$ cat config.mk
export PLATFORM = sky130hd
export DESIGN_NAME = modulo_divider_flat
export DESIGN_NICKNAME = d
export VERILOG_FILES = /design/src/rtl/modulo_divider_if.sv /design/src/rtl/modulo_divider.sv /design/src/flat_wrapper.sv
export SDC_FILE = /design/constraint.sdc
export NUM_CORES = 1
export LEC_CHECK = 0
export CORE_UTILIZATION = 50
export DETAILED_ROUTE_END_ITERATION = 12
export PLACE_DENSITY = 0.86
export SYNTH_ARGS = -nofsm -noshare
export SYNTH_HDL_FRONTEND = slang
export SYNTH_SLANG_ARGS = --single-unit
export TNS_END_PERCENT = 50
$ cat constraint.sdc
create_clock -name clk -period 5.66 [get_ports clk]
set_input_delay 1.132 -clock clk [delete_from_list [all_inputs] [get_ports clk]]
set_output_delay 1.132 -clock clk [all_outputs]
set_load 0.05 [all_outputs]
$ cat src/rtl/modulo_divider_if.sv
// Handshake bundle for modulo_divider: operand channel (valid_i/ready_i/a/b)
// and result channel (valid_o/ready_o/q/r/y/dz).
// The master side is the producer/consumer; the slave side is the divider.
interface modulo_divider_if #(
  parameter int WIDTH = 32
);
  logic             valid_i;
  logic             ready_i;
  logic [WIDTH-1:0] a;
  logic [WIDTH-1:0] b;
  logic [WIDTH-1:0] q;
  logic [WIDTH-1:0] r;
  logic             y;
  logic             dz;
  logic             valid_o;
  logic             ready_o;

  modport master (
    output valid_i, a, b, ready_o,
    input  ready_i, q, r, y, dz, valid_o
  );

  modport slave (
    input  valid_i, a, b, ready_o,
    output ready_i, q, r, y, dz, valid_o
  );
endinterface

$ cat src/rtl/modulo_divider.sv
// modulo_divider: iterative restoring unsigned divider, one quotient bit per
// cycle, MSB first. Returns quotient, remainder, remainder-is-zero flag (y)
// and divide-by-zero flag (dz). One division in flight; the result is held
// in DONE until the consumer accepts it.
// Optional feature macro: MODULO_DIVIDER_EARLY_EXIT_EN -- when defined, a
// dividend smaller than a non-zero divisor finishes at accept (1-cycle
// latency). Result values are identical either way.
module modulo_divider #(
  parameter int WIDTH = 32
) (
  input  logic           clk,
  input  logic           rst,
  modulo_divider_if.slave bus
);

  localparam int CW = $clog2(WIDTH + 1);

  typedef enum logic [1:0] {IDLE, BUSY, DONE} state_t;

  state_t           state_q, state_d;
  logic [WIDTH-1:0] dvd_q, dvd_d;   // dividend bits shift out, quotient bits shift in
  logic [WIDTH-1:0] b_q, b_d;
  logic [WIDTH-1:0] rem_q, rem_d;   // partial remainder, always < b between steps
  logic [CW-1:0]    cnt_q, cnt_d;
  logic [WIDTH-1:0] q_q, q_d;
  logic [WIDTH-1:0] r_q, r_d;
  logic             y_q, y_d;
  logic             dz_q, dz_d;

  logic [WIDTH:0]   rem_shift;      // WIDTH+1 bit shifted partial remainder
  logic [WIDTH-1:0] rem_sub;
  logic             q_bit;
  logic             short_path;

  // One restoring step: shift in the next dividend bit and trial-subtract b.
  // When the subtraction is taken the difference is < b, so WIDTH bits hold it.
  always_comb begin
    rem_shift = {rem_q, dvd_q[WIDTH-1]};
    q_bit     = (rem_shift >= {1'b0, b_q});
    rem_sub   = rem_shift[WIDTH-1:0] - b_q;
  end

`ifdef MODULO_DIVIDER_EARLY_EXIT_EN
  assign short_path = (bus.a < bus.b);
`else
  assign short_path = 1'b0;
`endif

  // Next-state and datapath decode for the IDLE/BUSY/DONE sequence.
  always_comb begin
    state_d = state_q;
    dvd_d   = dvd_q;
    b_d     = b_q;
    rem_d   = rem_q;
    cnt_d   = cnt_q;
    q_d     = q_q;
    r_d     = r_q;
    y_d     = y_q;
    dz_d    = dz_q;

    case (state_q)
      IDLE: begin
        if (bus.valid_i) begin
          dvd_d = bus.a;
          b_d   = bus.b;
          if (bus.b == '0) begin
            q_d     = '1;
            r_d     = bus.a;
            y_d     = 1'b0;
            dz_d    = 1'b1;
            state_d = DONE;
          end else if (short_path) begin
            q_d     = '0;
            r_d     = bus.a;
            y_d     = (bus.a == '0);
            dz_d    = 1'b0;
            state_d = DONE;
          end else begin
            rem_d   = '0;
            cnt_d   = CW'(WIDTH);
            state_d = BUSY;
          end
        end
      end

      BUSY: begin
        rem_d = q_bit ? rem_sub : rem_shift[WIDTH-1:0];
        dvd_d = {dvd_q[WIDTH-2:0], q_bit};
        cnt_d = cnt_q - CW'(1);
        if (cnt_q == CW'(1)) begin
          q_d     = dvd_d;
          r_d     = rem_d;
          y_d     = (rem_d == '0);
          dz_d    = 1'b0;
          state_d = DONE;
        end
      end

      DONE: begin
        if (bus.ready_o) begin
          state_d = IDLE;
        end
      end

      default: state_d = IDLE;
    endcase
  end

  // State and datapath registers; reset aborts any division in progress.
  always_ff @(posedge clk or posedge rst) begin
    if (rst) begin
      state_q <= IDLE;
      dvd_q   <= '0;
      b_q     <= '0;
      rem_q   <= '0;
      cnt_q   <= '0;
      q_q     <= '0;
      r_q     <= '0;
      y_q     <= 1'b0;
      dz_q    <= 1'b0;
    end else begin
      state_q <= state_d;
      dvd_q   <= dvd_d;
      b_q     <= b_d;
      rem_q   <= rem_d;
      cnt_q   <= cnt_d;
      q_q     <= q_d;
      r_q     <= r_d;
      y_q     <= y_d;
      dz_q    <= dz_d;
    end
  end

  // Handshake flags come straight from the state flops.
  assign bus.ready_i = (state_q == IDLE);
  assign bus.valid_o = (state_q == DONE);
  assign bus.q       = q_q;
  assign bus.r       = r_q;
  assign bus.y       = y_q;
  assign bus.dz      = dz_q;

endmodule

$ cat src/flat_wrapper.sv
// flat-port wrapper written by rule: the top's interface ports become plain ports
module modulo_divider_flat 
#(
  parameter int WIDTH = 32
)
  (clk, rst, bus_valid_i, bus_a, bus_b, bus_ready_o, bus_ready_i, bus_q, bus_r, bus_y, bus_dz, bus_valid_o);
  modulo_divider_if #(.WIDTH(WIDTH)) bus_i ();
  input  logic clk;
  input  logic rst;
  input wire logic [$bits(bus_i.valid_i)-1:0] bus_valid_i;
  input wire logic [$bits(bus_i.a)-1:0] bus_a;
  input wire logic [$bits(bus_i.b)-1:0] bus_b;
  input wire logic [$bits(bus_i.ready_o)-1:0] bus_ready_o;
  output wire logic [$bits(bus_i.ready_i)-1:0] bus_ready_i;
  output wire logic [$bits(bus_i.q)-1:0] bus_q;
  output wire logic [$bits(bus_i.r)-1:0] bus_r;
  output wire logic [$bits(bus_i.y)-1:0] bus_y;
  output wire logic [$bits(bus_i.dz)-1:0] bus_dz;
  output wire logic [$bits(bus_i.valid_o)-1:0] bus_valid_o;
  assign bus_i.valid_i = bus_valid_i;
  assign bus_i.a = bus_a;
  assign bus_i.b = bus_b;
  assign bus_i.ready_o = bus_ready_o;
  assign bus_ready_i = bus_i.ready_i;
  assign bus_q = bus_i.q;
  assign bus_r = bus_i.r;
  assign bus_y = bus_i.y;
  assign bus_dz = bus_i.dz;
  assign bus_valid_o = bus_i.valid_o;
  modulo_divider #(.WIDTH(WIDTH)) u_core (.clk(clk), .rst(rst), .bus(bus_i));
endmodule
* Word level (Yosys, flattened, before mapping)
Cells that the tools add are included.
** Operators by class
- Shift operators :: 0
- Bitwise logic cells :: 0
- $add $sub $neg :: 2
- Mux-type cells :: 30
- Multiply operators :: 0
- Div/mod/pow operators :: 0
- Reduce and logical (&&, ||, !) cells :: 9
- Equality and inequality tests :: 8
- Magnitude comparators :: 1
** Operator list (count)
- $mux 32 :: 10
- $pmux 32 s2 :: 4
- $logic_not 32->1 :: 2
- $ge 33x32->1 :: 1
- $sub 32x32->32 :: 1
- $mux 6 :: 2
- $pmux 6 s2 :: 1
- $mux 2 :: 4
- $eq 6x1->1 const B :: 1
- $mux 1 :: 6
- $ne 2x2->1 const B :: 3
- $pmux 2 s3 :: 1
- $reduce_and 3->1 :: 2
- $sub 6x1->6 const B :: 1
- $ne 2x1->1 const B :: 2
- $pmux 1 s2 :: 2
- $reduce_and 2->1 :: 2
- $reduce_and 4->1 :: 1
- $eq 2x1->1 const B :: 1
- $eq 2x2->1 const B :: 1
- $logic_not 2->1 :: 1
- $reduce_bool 2->1 :: 1
** Word-level totals
- Latch bits :: 0
- Memories :: 0
- Flip-flop bits (word level) :: 170
- RAM bits :: 0
- Logic and storage cells :: 59
- ROM bits :: 0
- Output and inout port bits :: 68

* Logic depth before layout (Yosys ltp)
Gate-level depths: netlist (run 1).
- Word-level depth :: 5
- Gate-level depth with buffers :: 15
- Depth with buffers taken out :: 13

* Worst setup path after synthesis (run 1)
Ideal clock, no wire load.
- Path type :: input to register
- Start :: input port bus_b[28]
- End :: register u_core.y_q, in the netlist u_core.bus.y
- Data arrival time :: 3.063 ns
- Path buffers :: 1
- Stages on the path :: 10
- Slack :: 2.506 ns
- Data required time :: 5.568 ns
- Setup time :: 0.092 ns
- Cells stage by stage :: nor4_1 > nand4_1 > nor2_1 > a21oi_1 > or2_2 > clkbuf_1 > a31o_2 > a2111oi_2 > o211ai_1 > o31ai_2
** Between the ends
- Cells in the longest elaborated chain, start to end :: 3
** Ends and longest elaborated chain
- start: declaration :: line flat_wrapper.sv:12 : input wire logic [$bits(bus_i.b)-1:0] bus_b;
- $logic_not 32->1 :: line modulo_divider.sv:66 : if (bus.b == '0) begin
- $ne 2x1->1 (no source line)
- $reduce_and 4->1 (no source line)
- end signal: assignment :: line modulo_divider.sv:129 : y_q <= y_d;
- end: declaration :: line modulo_divider.sv:27 : logic y_q, y_d;
No other way between the ends.
A chain may end at the register's enable or synchronous reset.

* Final worst setup path (run 1)
- Start :: input port bus_b[4]
- End :: register u_core.r_q[23], in the netlist u_core.bus.r[23]
** Between the ends
- Cells in the longest elaborated chain, start to end :: 3
** Ends and longest elaborated chain
- $logic_not 32->1 :: line modulo_divider.sv:66
- $ne 2x1->1 (no source line)
- $reduce_and 4->1 (no source line)
- end signal: assignment :: line modulo_divider.sv:128 : r_q <= r_d;
- end: declaration :: line modulo_divider.sv:26 : logic [WIDTH-1:0] r_q, r_d;
No other way between the ends.

==> results of run 1 <==
[cell usage after synthesis (8+ instances only)]
master      n  area share [%]
dfrtp_1   170              44
nand2_1   143             5.6
o21ai_0   120             6.3
nor2_1     99             3.9
inv_1      78             3.1
a21oi_1    50             2.6
clkbuf_1   49             1.9
a21o_1     40             3.1
ha_1       34             4.4
o22ai_1    32             2.1
a221oi_1   31             2.8
mux2i_1    24             2.5
a211oi_1   21             1.6
xnor2_1    21             1.9
nor4_1     20             1.3
nor3_1     18            0.94
nand3_1    16            0.84
nand4_1    13            0.85
xor2_1      8            0.73
[worst max-delay path: cells and delay by family]
family                 cells  cell delay (ns)
AOI/OAI and AO/OA          3             0.73
buffers and inverters      2             0.86
and+or+nand+nor            4             1.32
[stage by stage]
step | power, W | area, sq um | hold WS (ns) | util [%]
3_3_place_gp | 0.00134 | 11100 | 0.462 | 59.2
4_1_cts | 0.00251 | 11700 | 0.484 | 62.3
5_1_grt | 0.00257 | 11700 | 0.496 | 62.3
6_report | 0.00250 | 11700 | 0.482 | 62.3
2_1_floorplan | 0.00127 | 9580 | 0.451 | -
3_5_place_dp | 0.00134 | 11100 | 0.468 | 59.2
[cells by family (layout without fill, tap and decap cells)]
kind of cell    count (synthesis)  after routing  synth area share [%]
mux                            26             26                  2.74
xor+xnor                       29             29                  2.65
fa+ha+maj                      35             35                  4.65
simple gates                  340            340                  15.7
compound gates                351            351                  23.9
flops                         170            170                  44.4
buf+inv                       145            258                  5.97
[flip-flops by register name (all words and copies together), names as in the netlist]
signal and flops:
u_core.b_q 32, u_core.bus.dz 1, u_core.bus.q 32, u_core.bus.r 32, u_core.bus.y 1, u_core.cnt_q 6
u_core.dvd_q 32, u_core.rem_q 32, u_core.state_q 2
[worst paths after layout]
path,end,start,cells past startpoint,slack [ns]
worst min register to register,u_core.bus.r[28],u_core.bus.r[28],1,0.48
worst max register to register,u_core.bus.r[20],u_core.rem_q[17],11,2.05
min in group asynchronous,u_core.bus.q[9],rst,3,1.28
max in group asynchronous,u_core.b_q[11],rst,3,3.64
worst max-delay path,u_core.bus.r[23],bus_b[4],9,1.96
worst min-delay path,u_core.bus.r[28],u_core.bus.r[28],1,0.48
[placed cells by master, fill, tap and decap left out, types with 4 or more instances in the layout]
cell             instances
clkdlybuf4s50_1        135
ha_1                    34
o21ai_0                120
inv_1                   77
nor2b_1                  5
o21a_1                   6
xnor2_1                 21
inv_6                    5
a31oi_1                  7
nor2_1                  97
dfrtp_1                170
a21o_1                  40
buf_4                   11
nor3_1                  18
mux2i_1                 24
nand2_1                142
a21oi_1                 50
o21bai_1                 4
xor2_1                   8
or4_1                    4
o211ai_1                 5
nor4_1                  20
and2_1                   5
nand4_1                 13
a211oi_1                21
o22ai_1                 32
or3_1                    4
clkbuf_16               17
a221oi_1                31
nand3_1                 16
[power by group]
part / leakage, nW / internal, W / switching (W)
Combinational: 3.14 / 0.0000506 / 0.0000548
Clock: 0.294 / 0.000656 / 0.000527
Sequential: 2.05 / 0.00121 / 0.0000000000000679
Total: 5.48 / 0.00192 / 0.000582
[layout make-up]
class | instances | area share [%]
Clock inverter | 12 | 1.07
Inverter | 79 | 2.58
Tap cell | 234 | 2.51
Multi-Input combinational cell | 781 | 40.9
Sequential cell | 170 | 36.5
Timing Repair Buffer | 147 | 12.5
Clock buffer | 20 | 4.00
[metal layers]
metal / global-route usage [%] / vias up / part of all wire (%)
met5: 0 / - / 0
met4: 7.87 / 0 / 2.0
met3: 5.88 / 42 / 8.4
met2: 44.0 / 424 / 46
met1: 38.8 / 4253 / 44
li1: - / 4097 / -
==> impl_metrics.ini, run 1 <==
[status]
status = complete, no violations

[route]
avgRoutedWirePerCell_um = 18.7
wl_mm = 27.0
drtPass1Iterations = 5
detail-route-antenna-nets = 0
drc = 0
drt_iter0_drc = 828
num_vias = 8816
vias_per_cell = 6.11

[floorplan]
die_area_sq_um = 19700
fp.dieW_um = 140
initial_utilization_pct = 51.2
core_area_sq_um = 18700
num_rows = 50
die-height_um = 140
io_pins = 136

[placement]
portBuffers = 135
gp_congestion = 0.961
place_ws_ns = 1.58
dp.cells = 1411
hpwl_mm = 19.3

[yosys]
synthesis.nets = 1199
ys_seq_area_share_pct = 44.4
synth-main-ff-cell = dfrtp_1
synthesis.area_sq_um = 9570
postSynthAreaPerCell_sq_um = 8.74
ys_warn_count = 0
ys_async_sr_fraction_pct = 100
synth_edf_count = 0
synthDistinctLibCells = 66
ys_ff_latch = 170
syn_inst = 1096

[sta]
setup_viol = 0
slew_headroom_pct = 25.7
rsz0062_at_grt = no
tightestPinTransition_ns = 1.11
period_needed_ns = 3.70
worst_slack_ns = 1.96
finalHoldViolations = 0
fin_crit_sh_pct = 65.3
slew_violations = 0
max_freq_ghz = 0.270
skew_ns = 0.0100
setup_tns_ns = 0

[worst_setup_path]
cp_max_fo = 128
crit_path_end_kind = register
crit_type = in -> reg
slowest_delay_ns = 0.49
cp.required_ns = 6.03
arrival_ns = 4.07
cp_cell_sequence = clkdlybuf4s50_1 > nor4_1 > nand4_1 > nor2_1 > a21oi_1 > or2_4 > buf_4 > a211oi_1 > a21o_1
startpoint_type = input port
crit_path_top_delay_cell = a211oi_1

[clocking]
post_cts_buffers = 0
clkLatencyLatePin_ns = 0.43
clock_path_buffers = 2
cts_resized = 0
clock-sinks = 170
path_clk_slew_ns = 0.07
tritoncts = built
cts_max_level = 4
hold_buffers = 0
cts-root-buf = clkbuf_16
numCtsBuffers = 17

[power_and_ir_drop]
p_per_area_nw_per_um2 = 215
peakVddDrop_v = 0.000200
p_leak_nw = 5.48

[global_route]
grt_max_degree = 171
grt_pass1_vias = 8270
grt_pass1_wl_mm = 43.1
grt_usage_pct = 27.9
antenna_found_initial = 0
grt-ovfl-total = 0

[final_layout]
antenna_cells = 0
fin_cells = 1443
nets = 1299
layout-drive-gt1-share_pct = 5.62
multi_input_area_sq_um = 4760
fill_cells = 1564
seqCellArea_sq_um = 4250
area_growth_pct = 21.8

[worst_hold_path]
holdCritPathClass = reg -> reg

[flow_run]
maxCapViolCount = 0
Note: power is estimated with default switching activity, not from simulation.
==> run 2: changes to the inputs <==
--- a/config.mk
+++ b/config.mk
@@ -5,9 +5,9 @@
 export SDC_FILE = /design/constraint.sdc
 export NUM_CORES = 1
 export LEC_CHECK = 0
-export CORE_UTILIZATION = 50
+export CORE_UTILIZATION = 55
 export DETAILED_ROUTE_END_ITERATION = 12
-export PLACE_DENSITY = 0.86
+export PLACE_DENSITY = 0.89
 export SYNTH_ARGS = -nofsm -noshare
 export SYNTH_HDL_FRONTEND = slang
 export SYNTH_SLANG_ARGS = --single-unit
==> constraint.sdc (replaced) <==
create_clock -name clk -period 3.6 [get_ports clk]
set_input_delay 0.72 -clock clk [delete_from_list [all_inputs] [get_ports clk]]
set_output_delay 0.72 -clock clk [all_outputs]
set_load 0.05 [all_outputs]
==> run 2 against run 1 <==
Net effect: sequential share of layout area down 0.56 points; critical endpoint is now u_core.bus.y; via count increased by 3.8%; combinational power increased by 61%; flip-flop and latch count unchanged; largest power group unchanged; power is 56% higher; critical path depth is 3 higher.
==> impl_metrics.ini, run 2 (synthesis results as in run 1) <==
[status]
status = complete, no violations

[floorplan]
io_pins = 136
fp.dieW_um = 134
die-height_um = 134
initial_utilization_pct = 57.1
num_rows = 47
die_area_sq_um = 17900
core_area_sq_um = 16800

[route]
num_vias = 9150
drtPass1Iterations = 5
avgRoutedWirePerCell_um = 19.8
vias_per_cell = 6.32
wl_mm = 28.6
drc = 0
detail-route-antenna-nets = 0
drt_iter0_drc = 953

[worst_setup_path]
startpoint_type = register
cp.required_ns = 3.95
arrival_ns = 3.71
crit_type = reg -> reg
cp_max_fo = 4
crit_path_end_kind = register

[placement]
place_ws_ns = 0.181
hpwl_mm = 20.5
dp.cells = 1415
place_area_sq_um = 11200
portBuffers = 135
gp_congestion = 0.979

[global_route]
antenna_found_initial = 0
grt-ovfl-total = 0
grt_usage_pct = 33.2
grt_max_degree = 142
grt_pass1_wl_mm = 46.1
grt_pass1_vias = 8839

[final_layout]
fin_area_sq_um = 11800
fill_cells = 1217
layout_commonest_cell = dfrtp_1
fin_cells = 1447
area_growth_pct = 23.6
antenna_cells = 0
layout_common_cells = 170 x dfrtp_1, 142 x nand2_1, 135 x clkdlybuf4s50_1
layout-drive-gt1-share_pct = 7.17
nets = 1318

[clocking]
clock_path_buffers = 2
path_clk_slew_ns = 0.07
tritoncts = built
cts-root-buf = clkbuf_16
cts_max_level = 4
clock-sinks = 170
hold_buffers = 0
numCtsBuffers = 17
clkLatencyLatePin_ns = 0.44

[sta]
fin_crit_sh_pct = 93.4
slew_headroom_pct = 46.7
tightestPinTransition_ns = 0.800
max_freq_ghz = 0.297
hold-worst-slack_ns = 0.478
setup_viol = 0
worst_slack_ns = 0.238
finalHoldViolations = 0
period_needed_ns = 3.36
setup_tns_ns = 0
rsz0062_at_grt = no
slew_violations = 0
skew_ns = 0.0119

[power_and_ir_drop]
p_sw_share_pct = 22.5
power.internal_w = 0.00303
p_comb_share_pct = 4.3
p_leak_nw = 5.58
seqPwrFrac_pct = 48.8
clockPowerShare_pct = 46.8
peakVddDrop_v = 0.000332
p_per_area_nw_per_um2 = 330
power_switching_w = 0.000882

[worst_hold_path]
holdCritPathClass = reg -> reg

[flow_run]
maxCapViolCount = 0
run 2: area by class of cell:
type / instances / area (sq um) / area share (%)
Timing Repair Buffer: 166 / 1650 / 13.9
Clock buffer: 21 / 480 / 4.06
Inverter: 79 / 300 / 2.54
Sequential cell: 170 / 4250 / 35.9
Tap cell: 220 / 275 / 2.33
Multi-Input combinational cell: 781 / 4770 / 40.3
Clock inverter: 10 / 108 / 0.909
run 2: power groups by stage:
stage | sequential (W) | clock (W) | combinational, W
after floorplan | 0.00195 | 0 | 0.0000541
after global placement | 0.00195 | 0 | 0.000167
after detailed placement | 0.00195 | 0 | 0.000168
after CTS | 0.00191 | 0.00184 | 0.000170
after global routing | 0.00191 | 0.00192 | 0.000183
final | 0.00191 | 0.00183 | 0.000169
run 2: metrics by stage:
| stage | utilization, % | total power (W) |
|---|---|---|
| 2_1_floorplan | - | 0.00200 |
| 3_3_place_gp | 67.0 | 0.00211 |
| 3_5_place_dp | 67.0 | 0.00211 |
| 4_1_cts | 70.5 | 0.00392 |
| 5_1_grt | 70.6 | 0.00401 |
| 6_report | 70.6 | 0.00391 |
run 2: layer usage:
layer,part of all wire [%],wire length (um),GRT usage [%]
met5,0,0,0
met4,5.2,1470,18.3
met3,7.9,2250,5.59
met2,47,13500,53.2
met1,40,11400,42.9
run 2: timing repair:
action,CTS,global route
setup endpoints to repair,0,1
gates resized for setup,0,3
setup buffers,0,1
run 2: path summary, 6_finish.rpt:
check / startpoint / to / slack, ns / cells after the start
setup / recovery: u_core.b_q[1] / u_core.bus.y / 0.24 / 12
hold / removal: u_core.bus.r[10] / u_core.bus.r[10] / 0.48 / 2
setup reg to reg: u_core.b_q[1] / u_core.bus.y / 0.24 / 12
hold reg to reg: u_core.bus.r[10] / u_core.bus.r[10] / 0.48 / 2
max in group asynchronous: rst / u_core.b_q[30] / 2.14 / 3
min in group asynchronous: rst / u_core.b_q[12] / 0.78 / 3
run 2: critical path: stages (launching register included):
cell and delay [ns]:
dfrtp_1 0.40, inv_1 0.09, ha_1 0.34, nor2b_1 0.29
o21bai_4 0.10, a211o_1 0.32, a21boi_1 0.26, nor2_1 0.09
xnor2_1 0.18, or4_1 0.57, o41ai_2 0.27, o211ai_1 0.17
o31ai_2 0.18
